**config.mk**
```make
export PLATFORM = sky130hd
export DESIGN_NAME = scsi_xfer_ctrl
export DESIGN_NICKNAME = d
export VERILOG_FILES = /design/src/rtl/scsi_xfer_pkg.sv /design/src/rtl/scsi_xfer_ctrl_xfer_timer.sv /design/src/rtl/scsi_xfer_ctrl.sv
export SDC_FILE = /design/constraint.sdc
export NUM_CORES = 1
export LEC_CHECK = 0
export CAP_MARGIN = 20
export CORE_ASPECT_RATIO = 2
export CORE_MARGIN = 5
export CORE_UTILIZATION = 65
export DETAILED_ROUTE_END_ITERATION = 7
export DONT_BUFFER_PORTS = 1
export GPL_ROUTABILITY_DRIVEN = 0
export PLACE_DENSITY = 0.81
export SLEW_MARGIN = 20
export SYNTH_ARGS = -nofsm -noshare
export SYNTH_HDL_FRONTEND = slang
export SYNTH_SLANG_ARGS = --single-unit
```
**constraint.sdc**
```tcl
create_clock -name CLK -period 7.3 [get_ports CLK]
set_input_delay 1.46 -clock CLK [delete_from_list [all_inputs] [get_ports CLK]]
set_output_delay 1.46 -clock CLK [all_outputs]
set_load 0.01 [all_outputs]
```
**src/rtl/scsi_xfer_pkg.sv**
```systemverilog
// Shared types and constants for the SCSI-side byte transfer sequencer.
package scsi_xfer_pkg;

    typedef enum logic [2:0] {
        ST_IDLE,
        ST_STROBE,
        ST_HOLD,
        ST_ADV,
        ST_FLUSHW
    } xfer_state_t;

    localparam logic DIR_S2F = 1'b0;
    localparam logic DIR_F2S = 1'b1;

    localparam logic [1:0] LANE_MSB = 2'd0;
    localparam logic [1:0] LANE_LSB = 2'd3;

    localparam int TMR_W = 8;

    // Byte lane pointer advances modulo 4, MSB lane first.
    function automatic logic [1:0] lane_next(input logic [1:0] bo);
        return bo + 2'd1;
    endfunction

endpackage

```
**src/rtl/scsi_xfer_ctrl_xfer_timer.sv**
```systemverilog
// Loadable down counter timing the strobe and hold phases of each byte.
module xfer_timer
    import scsi_xfer_pkg::*;
#(
    parameter int W = TMR_W
) (
    input  logic         clk,
    input  logic         srst,
    input  logic         load,
    input  logic [W-1:0] load_val,
    output logic         done
);

    logic [W-1:0] cnt_reg;

    always_ff @(posedge clk) begin
        if (srst) begin
            cnt_reg <= '0;
        end else if (load) begin
            cnt_reg <= load_val;
        end else if (cnt_reg != '0) begin
            cnt_reg <= cnt_reg - W'(1);
        end
    end

    assign done = (cnt_reg == '0);

endmodule

```
**src/rtl/scsi_xfer_ctrl.sv**
```systemverilog
// SCSI byte handshake sequencer: SDREQ/SDACK, SIOR/SIOW strobes, lane steering
// and longword packing/unpacking towards the FIFO.
module scsi_xfer_ctrl
    import scsi_xfer_pkg::*;
#(
    parameter int STROBE_CYC = 3,
    parameter int HOLD_CYC   = 1,
    parameter int BCNT_W     = 24
) (
    input  logic              CLK,
    input  logic              RST,
    input  logic              DMAENA,
    input  logic              DMADIR,
    input  logic              SDREQ,
    input  logic              FIFOFULL,
    input  logic              FIFOEMPTY,
    input  logic              FLUSH,
    input  logic              CLRCNT,
    output logic              SDACK,
    output logic              SIOR,
    output logic              SIOW,
    output logic              S2F,
    output logic              F2S,
    output logic              BO0,
    output logic              BO1,
    output logic              INCFIFO,
    output logic              DECFIFO,
    output logic              FLUSH_DONE,
    output logic              BUSY,
    output logic [BCNT_W-1:0] BCNT
);

    localparam logic [TMR_W-1:0] STROBE_LD = TMR_W'(STROBE_CYC - 1);
    localparam logic [TMR_W-1:0] HOLD_LD   = TMR_W'(HOLD_CYC - 1);

    xfer_state_t       state_reg;
    logic [1:0]        bo_reg;
    logic              dir_reg;
    logic [BCNT_W-1:0] bcnt_reg;

    logic              fifo_ok;
    logic              dir_mismatch;
    logic              start_byte;
    logic              tmr_load;
    logic [TMR_W-1:0]  tmr_val;
    logic              tmr_done;

    // A pending partial word belongs to the direction latched at its last byte.
    assign fifo_ok      = (DMADIR == DIR_S2F) ? ((bo_reg != LANE_LSB) || !FIFOFULL) : !FIFOEMPTY;
    assign dir_mismatch = (bo_reg != LANE_MSB) && (DMADIR != dir_reg);
    assign start_byte   = (state_reg == ST_IDLE) && !FLUSH && DMAENA && SDREQ
                          && fifo_ok && !dir_mismatch;
    assign tmr_load     = start_byte || ((state_reg == ST_STROBE) && tmr_done);
    assign tmr_val      = start_byte ? STROBE_LD : HOLD_LD;

    xfer_timer #(.W(TMR_W)) u_timer (
        .clk      (CLK),
        .srst     (RST),
        .load     (tmr_load),
        .load_val (tmr_val),
        .done     (tmr_done)
    );

    always_ff @(posedge CLK) begin
        if (RST) begin
            state_reg  <= ST_IDLE;
            bo_reg     <= LANE_MSB;
            dir_reg    <= DIR_S2F;
            bcnt_reg   <= '0;
            SDACK      <= 1'b0;
            SIOR       <= 1'b0;
            SIOW       <= 1'b0;
            S2F        <= 1'b0;
            F2S        <= 1'b0;
            INCFIFO    <= 1'b0;
            DECFIFO    <= 1'b0;
            FLUSH_DONE <= 1'b0;
            BUSY       <= 1'b0;
        end else begin
            INCFIFO    <= 1'b0;
            DECFIFO    <= 1'b0;
            FLUSH_DONE <= 1'b0;

            if (CLRCNT) begin
                bcnt_reg <= '0;
            end else if ((state_reg == ST_HOLD) && tmr_done) begin
                bcnt_reg <= bcnt_reg + BCNT_W'(1);
            end

            case (state_reg)
                ST_IDLE: begin
                    if (FLUSH) begin
                        if (bo_reg == LANE_MSB) begin
                            FLUSH_DONE <= 1'b1;
                        end else if (DMADIR == DIR_S2F) begin
                            state_reg <= ST_FLUSHW;
                            BUSY      <= 1'b1;
                        end else begin
                            DECFIFO    <= 1'b1;
                            bo_reg     <= LANE_MSB;
                            FLUSH_DONE <= 1'b1;
                        end
                    end else if (start_byte) begin
                        state_reg <= ST_STROBE;
                        BUSY      <= 1'b1;
                        SDACK     <= 1'b1;
                        dir_reg   <= DMADIR;
                        SIOR      <= (DMADIR == DIR_S2F);
                        SIOW      <= (DMADIR == DIR_F2S);
                        S2F       <= (DMADIR == DIR_S2F);
                        F2S       <= (DMADIR == DIR_F2S);
                    end else if (dir_mismatch) begin
                        bo_reg <= LANE_MSB;
                    end
                end
                ST_STROBE: begin
                    if (tmr_done) begin
                        state_reg <= ST_HOLD;
                        SIOR      <= 1'b0;
                        SIOW      <= 1'b0;
                    end
                end
                ST_HOLD: begin
                    if (tmr_done) begin
                        state_reg <= ST_ADV;
                        SDACK     <= 1'b0;
                        bo_reg    <= lane_next(bo_reg);
                        if (bo_reg == LANE_LSB) begin
                            INCFIFO <= (dir_reg == DIR_S2F);
                            DECFIFO <= (dir_reg == DIR_F2S);
                        end
                    end
                end
                ST_ADV: begin
                    state_reg <= ST_IDLE;
                    BUSY      <= 1'b0;
                    S2F       <= 1'b0;
                    F2S       <= 1'b0;
                end
                ST_FLUSHW: begin
                    if (!FIFOFULL) begin
                        state_reg  <= ST_IDLE;
                        BUSY       <= 1'b0;
                        INCFIFO    <= 1'b1;
                        bo_reg     <= LANE_MSB;
                        FLUSH_DONE <= 1'b1;
                    end
                end
                default: begin
                    state_reg <= ST_IDLE;
                    BUSY      <= 1'b0;
                    SDACK     <= 1'b0;
                    SIOR      <= 1'b0;
                    SIOW      <= 1'b0;
                    S2F       <= 1'b0;
                    F2S       <= 1'b0;
                end
            endcase
        end
    end

    assign {BO1, BO0} = bo_reg;
    assign BCNT       = bcnt_reg;

endmodule
```
==> flow_summary.ini, run 1 <==
[run_status]
status = finished, final reports clean

[yosys]
synth.distinct_cells = 48
postSynthCellCount = 285
synth-async-reset-ratio = 0
yosysSeqAreaShare = 0.3943
netlist_area_um2 = 2386
syn_nets = 298
postSynthAreaPerCell_um2 = 8.372
synthFlopType = dfxtp_1
synth_seq_cells = 47
yosysWarnings = 0
synth_edf_count = 0

[power_and_ir_drop]
p_int_mw = 0.4257
p_per_area_nw_per_um2 = 273.5
clkPwrFrac = 0.215
worst_ir_drop_vdd_uv = 217.1
pwr-share-comb = 0.304
seq_power_share = 0.481
switching_power_mw = 0.2439
p_leak_nw = 0.7669
p_sw_frac = 0.3642

[timing]
setup_viol = 0
fin_tns_setup_ps = 0
finalCritPeriodShare = 0.3729
max_clock_freq_mhz = 367.3
slew_viol_final = 0
tightest_slew_ps = 1020
worst_slack_ps = 4578
finalHoldViolations = 0
slew_headroom = 0.3135
holdWs_ps = 513.4
fin_skew_ps = 6.431
period_needed_ps = 2722
rsz0062_at_grt = no

[clock_network]
htreeDepth = 2
cts_tree = built
hold_buffers = 0
clock_path_buffers = 2
cts_root_buf = clkbuf_8
cts_buffers = 5
post_cts_buffers = 0
clk_pin_slew_worst_paths_ps = 80
cts.sink_count = 47
insertion_delay_ps = 290
post_cts_resized = 0

[finish]
diodes = 0
largest_reg_flops = 24
fin_nets = 287
drive_gt1_frac = 0.04029
area_growth_pct = 2.622
nFillCells = 315

[die]
die-area_um2 = 5056
coreArea_um2 = 3607
initial_core_util = 0.6615
rows = 31
fp.dieH_um = 95.68
dieWidth_um = 52.84
io_pins = 44

[placement]
dp_hpwl_um = 4042
place_ws_ps = 4480
io_buffers = 0

[critical_path]
crit_family = simple AND/OR/NAND/NOR gates
crit_path_start_kind = flip-flop
cp-end-kind = flip-flop
critPathMaxStageDelay_ps = 730
cp_cell_sequence = inv_1 > ha_1 > or3b_2 > or4_4 > or4_1 > a21oi_1
crit_type = reg2reg
cp.depth = 6
critPathArrivalTime_ps = 2940
path_buf_inv = 1
cpMaxStageDelayCell = or4_4
r2r_cells = 6
worstPathMaxFanout = 30
crit_required_ps = 7520

[global_route]
overflow = 0
grt_pass1_vias = 1987
grt_pass1_wl_um = 8763
antenna_found_initial = 0
track_usage = 0.2248
grt_max_degree = 31

[hold_path]
whs_path_depth = 2
hp-class = reg2reg

[job]
max-cap-violations = 0

[drt]
route.detailed.drc = 0
dr.first_iter.drc_count = 47
via_per_inst = 6.783
vias = 2184
ant_nets = 0
drt-pass1-iter-count = 5
wl_um = 5468
routedWlPerCell_um = 16.98
-- routing by layer --
metal | routed length (um) | vias up | global-route usage | share of wire
met5 | 0 | - | 0 | 0
met2 | 3041 | 65 | 0.4170 | 0.56
li1 | - | 1063 | - | -
met1 | 1985 | 1043 | 0.2293 | 0.36
met4 | 129 | 0 | 0.1066 | 0.024
met3 | 311 | 13 | 0.04382 | 0.057
-- cell families (layout without fill, tap and decap cells) --
group           Yosys count  in the layout  synth area share
compound gates           85             85            0.2229
xor+xnor                  9              9           0.03303
fa+ha+maj                 5              5           0.02517
buf+inv                  26             14           0.04457
flops                    47             47            0.3943
mux                       2              2          0.008390
simple gates            111            111            0.2716
-- layout make-up --
class | count | area [um^2] | share of cell area
Tap cell | 49 | 61.31 | 0.02504
Clock buffer | 6 | 72.57 | 0.02964
Sequential cell | 47 | 940.9 | 0.3843
Inverter | 8 | 30.03 | 0.01226
Multi-Input combinational cell | 212 | 1344 | 0.5488
-- worst reg2reg max path: stages, from the launching register on --
cell and delay, ps:
dfxtp_1 340, inv_1 80, ha_1 190, or3b_2 600, or4_4 740, or4_1 550
a21oi_1 160
-- through the flow --
step / instance area, um^2 / instances / util / power, mW
after floorplan: 2386 / 285 / - / 0.4893
after global placement: 2371 / 316 / 0.6573 / 0.5230
after detailed placement: 2376 / 316 / 0.6587 / 0.5269
after CTS: 2449 / 322 / 0.6788 / 0.6688
after global routing: 2449 / 322 / 0.6788 / 0.7110
final: 2449 / 322 / 0.6788 / 0.6696
-- final timing paths --
kind | slack, ps | endpoint | startpoint
max | 4580 | BCNT[16] | u_timer.cnt_reg[1]
min | 510 | u_timer.cnt_reg[2] | u_timer.cnt_reg[2]
max reg2reg | 4580 | BCNT[16] | u_timer.cnt_reg[1]
min reg2reg | 510 | u_timer.cnt_reg[2] | u_timer.cnt_reg[2]
-- cells in the mapped netlist, drive strengths merged (2+ instances only) --
cell      n  share of area
a211oi    2         0.0063
a21oi    32          0.067
a311oi    2         0.0073
a31oi     4          0.010
a41o      3          0.013
and3      3         0.0079
and4      3          0.011
buf       3         0.0084
clkbuf   15          0.024
dfxtp    47           0.39
ha        4          0.021
inv       8          0.013
mux2i     2         0.0084
nand2    13          0.020
nand2b    7          0.018
nand3     8          0.017
nand3b    3         0.0094
nand4    11          0.029
nor2     18          0.028
nor2b     3         0.0079
nor3      9          0.019
nor3b     2         0.0063
nor4      3         0.0079
o2111ai   2         0.0073
o211ai    5          0.016
o21ai    18          0.038
o311ai    2         0.0073
o31a      2         0.0073
o31ai     8          0.025
or3      10          0.026
or3b      2         0.0073
or4      10          0.033
or4bb     2         0.0094
xnor2     5          0.018
xor2      4          0.015
-- cells in the final DEF, fill, tap and decap left out, types with 2 or more instances in the layout --
cell type and count:
o211ai_1 5, nor3_1 8, o21ai_0 18, o2111ai_1 2, nor2_1 18, o31a_1 2, clkbuf_8 5, a21oi_1 32
inv_1 8, o311ai_0 2, nand3_1 8, nand3b_1 3, or4_1 9, a211oi_1 2, nand2_1 13, nor2b_1 3
nand4_1 11, nor4_1 3, mux2i_1 2, xnor2_1 5, or3b_2 2, nand2b_1 7, a311oi_1 2, ha_1 4
xor2_1 4, o31ai_1 8, and3_1 3, a41o_1 3, dfxtp_1 47, and4_1 3, or4bb_1 2, a31oi_1 4
nor3b_1 2, or3_1 10
-- power by group through the flow --
stage	combinational, mW	clock, mW	sequential (mW)
floorplan	0.181	0	0.309
global placement	0.198	0	0.325
detailed placement	0.200	0	0.327
CTS	0.202	0.146	0.321
global route	0.227	0.158	0.327
finish	0.204	0.144	0.322
Note: power is estimated with default switching activity, not from simulation.
==> inputs of run 2 (changes only) <==
CORE_UTILIZATION = 62   (was 65)
PLACE_DENSITY = 0.78   (was 0.81)
clock period = 2.61 ns   (was 7.3 ns; I/O delays follow)
==> flow_summary.ini, run 2 (synthesized netlist as in run 1, its figures left out) <==
[clock_network]
cts_root_buf = clkbuf_8
hold_buffers = 0
clk_pin_slew_worst_paths_ps = 80
post_cts_resized = 0
insertion_delay_ps = 290
cts.sink_count = 47
post_cts_buffers = 0
cts_buffers = 5
htreeDepth = 2
cts_tree = built
clock_path_buffers = 2

[critical_path]
crit_path_start_kind = flip-flop
crit_family = simple AND/OR/NAND/NOR gates
crit_type = reg2reg
crit_required_ps = 2840
cp.depth = 6
cp-end-kind = flip-flop
cpMaxStageDelayCell = or4_4
worstPathMaxFanout = 30
critPathArrivalTime_ps = 2630
cp_cell_sequence = inv_1 > ha_1 > or3b_2 > or4_4 > or4_1 > a21oi_1
path_buf_inv = 1
critPathMaxStageDelay_ps = 580
r2r_cells = 6

[timing]
holdWs_ps = 283.3
tightest_slew_ps = 566.5
rsz0062_at_grt = no
slew_headroom = 0.6219
max_clock_freq_mhz = 416.1
finalCritPeriodShare = 0.9209
fin_tns_setup_ps = 0
fin_skew_ps = 4.019
finalHoldViolations = 0
setup_viol = 0
period_needed_ps = 2404
slew_viol_final = 0

[drt]
ant_nets = 0
dr.first_iter.drc_count = 58
via_per_inst = 6.408
routedWlPerCell_um = 16.28
vias = 2166
wl_um = 5504
drt-pass1-iter-count = 4
route.detailed.drc = 0

[hold_path]
hp-class = in2reg
whs_path_depth = 1

[global_route]
antenna_found_initial = 0
grt_max_degree = 31
grt_pass1_wl_um = 9287
grt_pass1_vias = 2101
overflow = 0
track_usage = 0.2281

[finish]
largest_reg_flops = 24
drive_gt1_frac = 0.08362
final_common_cell = dfxtp_1
area_growth_pct = 7.446
fin_util = 0.6740
fin_nets = 299
diodes = 0
nFillCells = 332
mostFrequentLayoutCells = dfxtp_1 (47), a21oi_1 (32), o21ai_0 (18), nor2_1 (18), nand2_1 (13)
final_cells = 338

[die]
initial_core_util = 0.6273
die-area_um2 = 5264
rows = 32
io_pins = 44
dieWidth_um = 53.87
coreArea_um2 = 3804
fp.dieH_um = 97.73

[power_and_ir_drop]
p_int_mw = 1.334
pwr-share-comb = 0.344
seq_power_share = 0.424
p_per_area_nw_per_um2 = 794.5
switching_power_mw = 0.7024
worst_ir_drop_vdd_uv = 519.5
p_sw_frac = 0.3449
clkPwrFrac = 0.232
p_leak_nw = 0.8421

[placement]
place_inst = 330
dp_hpwl_um = 4080
io_buffers = 0

[job]
max-cap-violations = 0

[run_status]
status = finished, final reports clean
[run 2: layout make-up]
cell class	count	area [um^2]	area share
inverters	8	30.03	0.01171
repair buffers	12	90.09	0.03514
flip-flops and latches	47	940.9	0.3670
clock buffers	8	100.1	0.03904
well taps	51	63.81	0.02489
multi-input cells	212	1339	0.5222
[run 2: path summary, 6_finish.rpt]
| path | slack [ps] | start | to |
|---|---|---|---|
| worst max-delay path | 210 | u_timer.cnt_reg[0] | BCNT[23] |
| worst min-delay path | 280 | RST | BUSY |
| worst max register to register | 210 | u_timer.cnt_reg[0] | BCNT[23] |
| worst min register to register | 520 | BUSY | BUSY |
[run 2: per-stage QoR]
step	area [um^2]	worst slack, ps	power (mW)
3_5_place_dp	2464	104.6	1.569
2_1_floorplan	2386	260.8	1.369
3_3_place_gp	2464	186.0	1.563
4_1_cts	2564	88.02	2.044
5_1_grt	2564	62.14	2.183
6_report	2564	206.4	2.037
[run 2: power groups by stage]
stage | clock [mW] | combinational, mW | sequential, mW
6_report | 0.473 | 0.700 | 0.863
3_5_place_dp | 0 | 0.691 | 0.878
4_1_cts | 0.483 | 0.699 | 0.861
3_3_place_gp | 0 | 0.690 | 0.873
5_1_grt | 0.518 | 0.791 | 0.873
2_1_floorplan | 0 | 0.505 | 0.864
[run 2: layer usage]
metal	up-vias	track usage	wire length [um]
met5	-	0	0
met4	0	0.1122	129
met3	10	0.05191	294
met2	49	0.4065	3087
met1	1026	0.2319	1992
li1	1081	-	-
==> inputs of run 3 (changes only) <==
CTS_CLUSTER_SIZE = 25   (was default)
==> results of run 3 <==
Final layout, timing and power as in run 2 (identical DEF).
